==> src/rtl/exc_ctrl_if.sv <==
// exc_ctrl_if: CP0 exception interface between the exception front end
// (master, initiating side) and the CP0 register file (slave).
// The master drives the exception request/cause/EPC/write-enable and reads
// the CP0 status word and EPC register back for qualification and eret.
interface exc_ctrl_if;
    logic        exc_req;
    logic        exc_eret;
    logic [4:0]  exc_cause;
    logic [31:0] exc_pc;
    logic        cp0_we;
    logic [31:0] status;
    logic [31:0] epc;

    modport master (
        output exc_req,
        output exc_eret,
        output exc_cause,
        output exc_pc,
        output cp0_we,
        input  status,
        input  epc
    );

    modport slave (
        input  exc_req,
        input  exc_eret,
        input  exc_cause,
        input  exc_pc,
        input  cp0_we,
        output status,
        output epc
    );
endinterface

==> src/rtl/exc_ctrl.sv <==
// exc_ctrl: exception/interrupt front end for the MIPS core.
// Collects decode-stage traps (syscall, break, taken teq, eret) and level
// irq lines, qualifies them against CP0 status, picks one event by priority
// and walks IDLE -> SIGNAL -> REDIRECT, stalling and flushing fetch meanwhile.
// Optional build macro IRQ_SYNC_EN: adds a 2-flop synchronizer on every irq
// line ahead of the rising-edge detector (2 extra cycles of irq latency).
module exc_ctrl #(
    parameter int          NUM_IRQ    = 4,
    parameter logic [31:0] EXC_VECTOR = 32'h0000_0004
) (
    input  logic               clk,
    input  logic               rst,
    input  logic               instr_valid,
    input  logic [31:0]        pc_i,
    input  logic               syscall_i,
    input  logic               break_i,
    input  logic               teq_i,
    input  logic               eret_i,
    input  logic [NUM_IRQ-1:0] irq,
    exc_ctrl_if.master         cp0,
    output logic               stall,
    output logic               flush,
    output logic [31:0]        pc_redirect,
    output logic               busy
);

    localparam logic [4:0] CAUSE_INT = 5'd0;
    localparam logic [4:0] CAUSE_SYS = 5'd8;
    localparam logic [4:0] CAUSE_BP  = 5'd9;
    localparam logic [4:0] CAUSE_TR  = 5'd13;

    localparam logic [1:0] IDLE     = 2'd0;
    localparam logic [1:0] SIGNAL   = 2'd1;
    localparam logic [1:0] REDIRECT = 2'd2;

    localparam int SRC_W = (NUM_IRQ > 1) ? $clog2(NUM_IRQ) : 1;

    logic [1:0]         state;

    // irq path
    logic [NUM_IRQ-1:0] irq_in;
    logic [NUM_IRQ-1:0] irq_prev;
    logic [NUM_IRQ-1:0] irq_rise;
    logic [NUM_IRQ-1:0] irq_pend;
    logic [NUM_IRQ-1:0] irq_clr;
    logic [NUM_IRQ-1:0] irq_qual;

    // qualified synchronous sources
    logic               ie;
    logic               eret_qual;
    logic               sys_qual;
    logic               brk_qual;
    logic               teq_qual;

    // arbitration result
    logic               ev_any;
    logic [4:0]         ev_cause;
    logic               ev_eret;
    logic               ev_irq;
    logic [SRC_W-1:0]   ev_idx;

    // event latches, captured when leaving IDLE
    logic [4:0]         cause_q;
    logic [31:0]        pc_q;
    logic               eret_q;
    logic               src_irq_q;
    logic [SRC_W-1:0]   src_idx_q;

    // only a handful of status bits are meaningful here; fold the rest away
    logic               status_unused;
    assign status_unused = ^cp0.status;

`ifdef IRQ_SYNC_EN
    logic [NUM_IRQ-1:0] irq_s1;
    logic [NUM_IRQ-1:0] irq_s2;

    // two-flop synchronizer for asynchronous irq lines
    always_ff @(posedge clk or posedge rst) begin
        if (rst) begin
            irq_s1 <= '0;
            irq_s2 <= '0;
        end else begin
            irq_s1 <= irq;
            irq_s2 <= irq_s1;
        end
    end

    assign irq_in = irq_s2;
`else
    assign irq_in = irq;
`endif

    assign irq_rise = irq_in & ~irq_prev;

    // previous irq level for rising-edge detection
    always_ff @(posedge clk or posedge rst) begin
        if (rst) begin
            irq_prev <= '0;
        end else begin
            irq_prev <= irq_in;
        end
    end

    // clear the pending bit of the irq being delivered in SIGNAL
    always_comb begin
        irq_clr = '0;
        for (int k = 0; k < NUM_IRQ; k++) begin
            if (state == SIGNAL && src_irq_q && int'(src_idx_q) == k) begin
                irq_clr[k] = 1'b1;
            end
        end
    end

    // pending irq bits: a new edge wins over a same-cycle clear
    always_ff @(posedge clk or posedge rst) begin
        if (rst) begin
            irq_pend <= '0;
        end else begin
            irq_pend <= (irq_pend & ~irq_clr) | irq_rise;
        end
    end

    assign ie        = cp0.status[0];
    assign eret_qual = instr_valid & eret_i;
    assign sys_qual  = instr_valid & syscall_i & ie & cp0.status[1];
    assign brk_qual  = instr_valid & break_i   & ie & cp0.status[2];
    assign teq_qual  = instr_valid & teq_i     & ie & cp0.status[3];

    // irq k is deliverable only when globally enabled and individually unmasked
    always_comb begin
        irq_qual = '0;
        for (int k = 0; k < NUM_IRQ; k++) begin
            irq_qual[k] = ie & cp0.status[8 + k] & irq_pend[k];
        end
    end

    // priority: eret > syscall > break > teq > irq (lowest index first)
    always_comb begin
        ev_any   = 1'b0;
        ev_cause = CAUSE_INT;
        ev_eret  = 1'b0;
        ev_irq   = 1'b0;
        ev_idx   = '0;
        for (int k = NUM_IRQ - 1; k >= 0; k--) begin
            if (irq_qual[k]) begin
                ev_any   = 1'b1;
                ev_cause = CAUSE_INT;
                ev_irq   = 1'b1;
                ev_idx   = SRC_W'(k);
            end
        end
        if (teq_qual) begin
            ev_any   = 1'b1;
            ev_cause = CAUSE_TR;
            ev_irq   = 1'b0;
        end
        if (brk_qual) begin
            ev_any   = 1'b1;
            ev_cause = CAUSE_BP;
            ev_irq   = 1'b0;
        end
        if (sys_qual) begin
            ev_any   = 1'b1;
            ev_cause = CAUSE_SYS;
            ev_irq   = 1'b0;
        end
        if (eret_qual) begin
            ev_any   = 1'b1;
            ev_cause = CAUSE_INT;
            ev_eret  = 1'b1;
            ev_irq   = 1'b0;
        end
    end

    // delivery FSM; event details are latched once when leaving IDLE
    always_ff @(posedge clk or posedge rst) begin
        if (rst) begin
            state     <= IDLE;
            cause_q   <= '0;
            pc_q      <= '0;
            eret_q    <= 1'b0;
            src_irq_q <= 1'b0;
            src_idx_q <= '0;
        end else begin
            case (state)
                IDLE: begin
                    if (ev_any) begin
                        cause_q   <= ev_cause;
                        pc_q      <= pc_i;
                        eret_q    <= ev_eret;
                        src_irq_q <= ev_irq;
                        src_idx_q <= ev_idx;
                        state     <= SIGNAL;
                    end
                end
                SIGNAL:   state <= REDIRECT;
                REDIRECT: state <= IDLE;
                default:  state <= IDLE;
            endcase
        end
    end

    // CP0 side is active only in SIGNAL; CP0 commits on the negedge inside it
    always_comb begin
        cp0.exc_req   = (state == SIGNAL);
        cp0.cp0_we    = (state == SIGNAL);
        cp0.exc_eret  = (state == SIGNAL) & eret_q;
        cp0.exc_cause = (state == SIGNAL) ? cause_q : 5'd0;
        cp0.exc_pc    = (state == SIGNAL) ? pc_q : 32'd0;
    end

    // fetch control: stall from detection through REDIRECT, flush in REDIRECT
    always_comb begin
        busy        = (state != IDLE);
        stall       = ~rst & (((state == IDLE) & ev_any) | (state != IDLE));
        flush       = (state == REDIRECT);
        pc_redirect = 32'd0;
        if (state == REDIRECT) begin
            pc_redirect = eret_q ? cp0.epc : EXC_VECTOR;
        end
    end

endmodule

==> src/flat_wrapper.sv <==
// flat-port wrapper written by rule: the top's interface ports become plain ports
module exc_ctrl_flat 
#(
    parameter int          NUM_IRQ    = 4,
    parameter logic [31:0] EXC_VECTOR = 32'h0000_0004
)
  (clk, rst, instr_valid, pc_i, syscall_i, break_i, teq_i, eret_i, irq, stall, flush, pc_redirect, busy, cp0_exc_req, cp0_exc_eret, cp0_exc_cause, cp0_exc_pc, cp0_cp0_we, cp0_status, cp0_epc);
  exc_ctrl_if cp0_i ();
  input  logic clk;
  input  logic rst;
  input  logic instr_valid;
  input  logic [31:0] pc_i;
  input  logic syscall_i;
  input  logic break_i;
  input  logic teq_i;
  input  logic eret_i;
  input  logic [NUM_IRQ-1:0] irq;
  output logic stall;
  output logic flush;
  output logic [31:0] pc_redirect;
  output logic busy;
  output wire logic [$bits(cp0_i.exc_req)-1:0] cp0_exc_req;
  output wire logic [$bits(cp0_i.exc_eret)-1:0] cp0_exc_eret;
  output wire logic [$bits(cp0_i.exc_cause)-1:0] cp0_exc_cause;
  output wire logic [$bits(cp0_i.exc_pc)-1:0] cp0_exc_pc;
  output wire logic [$bits(cp0_i.cp0_we)-1:0] cp0_cp0_we;
  input wire logic [$bits(cp0_i.status)-1:0] cp0_status;
  input wire logic [$bits(cp0_i.epc)-1:0] cp0_epc;
  assign cp0_exc_req = cp0_i.exc_req;
  assign cp0_exc_eret = cp0_i.exc_eret;
  assign cp0_exc_cause = cp0_i.exc_cause;
  assign cp0_exc_pc = cp0_i.exc_pc;
  assign cp0_cp0_we = cp0_i.cp0_we;
  assign cp0_i.status = cp0_status;
  assign cp0_i.epc = cp0_epc;
  exc_ctrl #(.NUM_IRQ(NUM_IRQ), .EXC_VECTOR(EXC_VECTOR)) u_core (.clk(clk), .rst(rst), .instr_valid(instr_valid), .pc_i(pc_i), .syscall_i(syscall_i), .break_i(break_i), .teq_i(teq_i), .eret_i(eret_i), .irq(irq), .cp0(cp0_i), .stall(stall), .flush(flush), .pc_redirect(pc_redirect), .busy(busy));
endmodule
==> config.mk <==
export PLATFORM = sky130hd
export DESIGN_NAME = exc_ctrl_flat
export DESIGN_NICKNAME = d
export VERILOG_FILES = /design/src/rtl/exc_ctrl_if.sv /design/src/rtl/exc_ctrl.sv /design/src/flat_wrapper.sv
export SDC_FILE = /design/constraint.sdc
export NUM_CORES = 1
export LEC_CHECK = 0
export CORE_ASPECT_RATIO = 0.8
export CORE_UTILIZATION = 34
export CTS_CLUSTER_DIAMETER = 200
export CTS_CLUSTER_SIZE = 12
export DETAILED_ROUTE_END_ITERATION = 12
export GPL_TIMING_DRIVEN = 1
export MAX_ROUTING_LAYER = met4
export PLACE_DENSITY = 0.78
export SYNTH_ARGS = -nofsm -noshare
export SYNTH_HDL_FRONTEND = slang
export SYNTH_SLANG_ARGS = --single-unit
==> constraint.sdc <==
create_clock -name clk -period 2.3 [get_ports clk]
set_clock_uncertainty 0.05 [all_clocks]
set_input_delay 0.23 -clock clk [delete_from_list [all_inputs] [get_ports clk]]
set_output_delay 0.23 -clock clk [all_outputs]
set_load 0.01 [all_outputs]
==> impl_metrics.tcl, run 1 <==
set metrics [dict create \
    fin_crit_sh_pct 95.5 \
    numCtsBuffers 5 \
    routedWlPerCell_um 15.5 \
    synth_area_leaders "dfrtp_1, mux2_2, and2_1" \
    clock_latency_ns 0.31 \
    drv_slew 0 \
    clk_path_buf_depth 2 \
    max_cap_violations 0 \
    cp.required_ns 2.02 \
    die_y_um 78.2 \
    synth.most_common_cell "dfrtp_1" \
    critPathArrivalTime_ns 1.92 \
    port_buffers 155 \
    cts_tree "done" \
    htreeDepth 2 \
    antenna_found_initial 0 \
    synth_edf_count 0 \
    finalInstanceArea_um2 4330 \
    gr-total-overflow 0 \
    r2r_start "u_core.irq_pend[2]$_DFF_PP0_" \
    period_minus_slack_ns 2.20 \
    leakage_nw 1.94 \
    num_rows 27 \
    reg2reg_depth 6 \
    drt_iter0_drc 89 \
    async_reset_ff_share_pct 100 \
    drive_above_1_share_pct 15.2 \
    ys_seq_area_share_pct 49.6 \
    grt_use_total_pct 20.3 \
    netlist_area_um2 2470 \
    wl_um 7370 \
    gp_congestion 0.772 \
    dr_total_vias 2290 \
    io_pins 182 \
    via_per_inst 4.83 \
    yosys_warnings 0 \
    die_x_um 97.3 \
    crit_path_end "pc_redirect[18]" \
    yosysTopAreaCell "dfrtp_1" \
    drc 0 \
    synth_top_area_share_pct 49.6 \
    rrSetupSlack_ns 0.46 \
    diodes 0 \
    fin_nets 493 \
    avgSynthCellArea_um2 10.9 \
    dpl_cell_area_um2 4180 \
    critPathLaunchType "register" \
    peakVddDrop_uv 599 \
    synthCells 226 \
    start_util_pct 35.5 \
    endpoint_kind "output pin" \
    synthFlopType "dfrtp_1" \
    ctsHoldBuffers 0 \
    clockRootBuffer "clkbuf_8" \
    dieArea_um2 7610 \
    drt_pass1_iterations 4 \
    cp-startpoint "u_core.state[1]$_DFFE_PP0P_" \
    coreArea_um2 6960 \
    synth-seq-cells 49 \
    dp_hpwl_um 5590 \
    critPathMaxFanout 16 \
    grt_max_degree 35 \
    clk_pin_slew_ns 0.10 \
    path_class "reg -> out" \
    status "finished, final reports clean" \
    ant_nets 0 \
    post-route-util_pct 62.2 \
    reg2reg_to "u_core.pc_q[26]$_DFFE_PP0P_" \
    clock.fmax_mhz 456 \
    grt_pass1_vias 2383 \
    setup_viol 0 \
    hold_class "in -> async" \
    syn_to_final_growth_pct 75.3 \
    grt_pass1_wl_um 12000 \
    final-hold-violation-count 0 \
    synth.distinct_cells 33 \
    clock-sinks 49 \
    powerDensity_nw_per_um2 1040 \
    synthTopCellsByCount "dfrtp_1, and2_1, and3_1, mux2_2, inv_1" \
]
-- cells by family (layout without fill, tap and decap cells) --
family	Yosys count	count (layout)	synth area share, %
simple gates	91	91	21.8
flops	49	49	49.6
mux	35	35	16.7
buf+inv	29	189	5.57
compound gates	21	21	6.13
other cells	1	2	0.152
-- layer usage --
layer  vias up  wire (um)  global-route usage [%]
li1       1084          -                       -
met5         -          0                       -
met2        99       3440                    32.7
met1      1094       3330                    26.0
met3        13        446                    4.45
met4         0        155                    6.03
-- worst min path at each step --
| stage | to | slack (ns) | depth (start not counted) |
|---|---|---|---|
| floorplan | u_core.irq_prev[0]$_DFF_PP0_ | 0.21 | 0 |
| global placement | u_core.irq_pend[1]$_DFF_PP0_ | 0.35 | 1 |
| detailed placement | u_core.irq_pend[3]$_DFF_PP0_ | 0.36 | 1 |
| CTS | u_core.pc_q[18]$_DFFE_PP0P_ | 0.19 | 2 |
| global route | u_core.pc_q[15]$_DFFE_PP0P_ | 0.21 | 2 |
| finish | u_core.pc_q[15]$_DFFE_PP0P_ | 0.18 | 2 |
-- through the flow --
| step | power, W | std cells | worst slack (ns) | setup TNS, ns | hold WS, ns |
|---|---|---|---|---|---|
| after global placement | 0.00375 | 464 | 0.129 | 0 | 0.354 |
| after CTS | 0.00449 | 472 | 0.0589 | 0 | 0.186 |
| after global routing | 0.00481 | 474 | -0.0100 | -0.0100 | 0.214 |
| after floorplan | 0.00266 | 227 | 0.735 | 0 | 0.211 |
| final | 0.00450 | 474 | 0.105 | 0 | 0.176 |
| after detailed placement | 0.00382 | 464 | 0.118 | 0 | 0.363 |
-- cell usage in the layout (no fill, tap or decap), types with 3 or more instances in the layout --
master,instances
a21oi_1,5
and2_1,36
and3_1,31
buf_12,3
buf_4,9
clkbuf_8,6
clkdlybuf4s50_1,155
dfrtp_1,49
inv_1,11
mux2_1,4
mux2_2,25
mux2_4,5
nand2_1,8
nor2_1,4
o21ai_0,5
-- state kept, by name, summed over array words and instances (netlist names) --
| signal | flops |
|---|---|
| u_core.state | 2 |
| u_core.irq_prev | 4 |
| u_core.src_irq_q | 1 |
| u_core.src_idx_q | 2 |
| u_core.pc_q | 32 |
| u_core.irq_pend | 4 |
| u_core.cause_q | 3 |
| u_core.eret_q | 1 |
-- where the power goes --
part,switching (W),internal [W]
clock,0.000297,0.000354
combinational,0.000975,0.00143
sequential,0.000201,0.00124
-- layout make-up --
class                   instances  area [um^2]
flip-flops and latches         49         1230
fillers                       553         2630
repair buffers                169         1700
well taps                      87          109
multi-input cells             149         1130
clock buffers                   6         82.6
clock inverters                 2         37.5
inverters                      12         45.0
-- worst max-delay path: stages (launching register included) --
cell	delay, ns
dfrtp_1	0.44
nor2b_4	0.21
clkbuf_4	0.23
and3_1	0.18
clkdlybuf4s50_1	0.55
-- what timing repair did --
| action | 4_1_cts | 5_1_grt |
|---|---|---|
| setup endpoints to repair | 29 | 11 |
| gates resized for setup | 1 | 4 |
| setup buffers | 0 | 1 |
| cloned | 0 | 1 |
(Power assumes the default switching activity.)
==> run 2: changes to the inputs <==
- CAP_MARGIN: not set -> 15
==> results of run 2 <==
No change in the layout: final DEF, timing and power equal those of run 1.
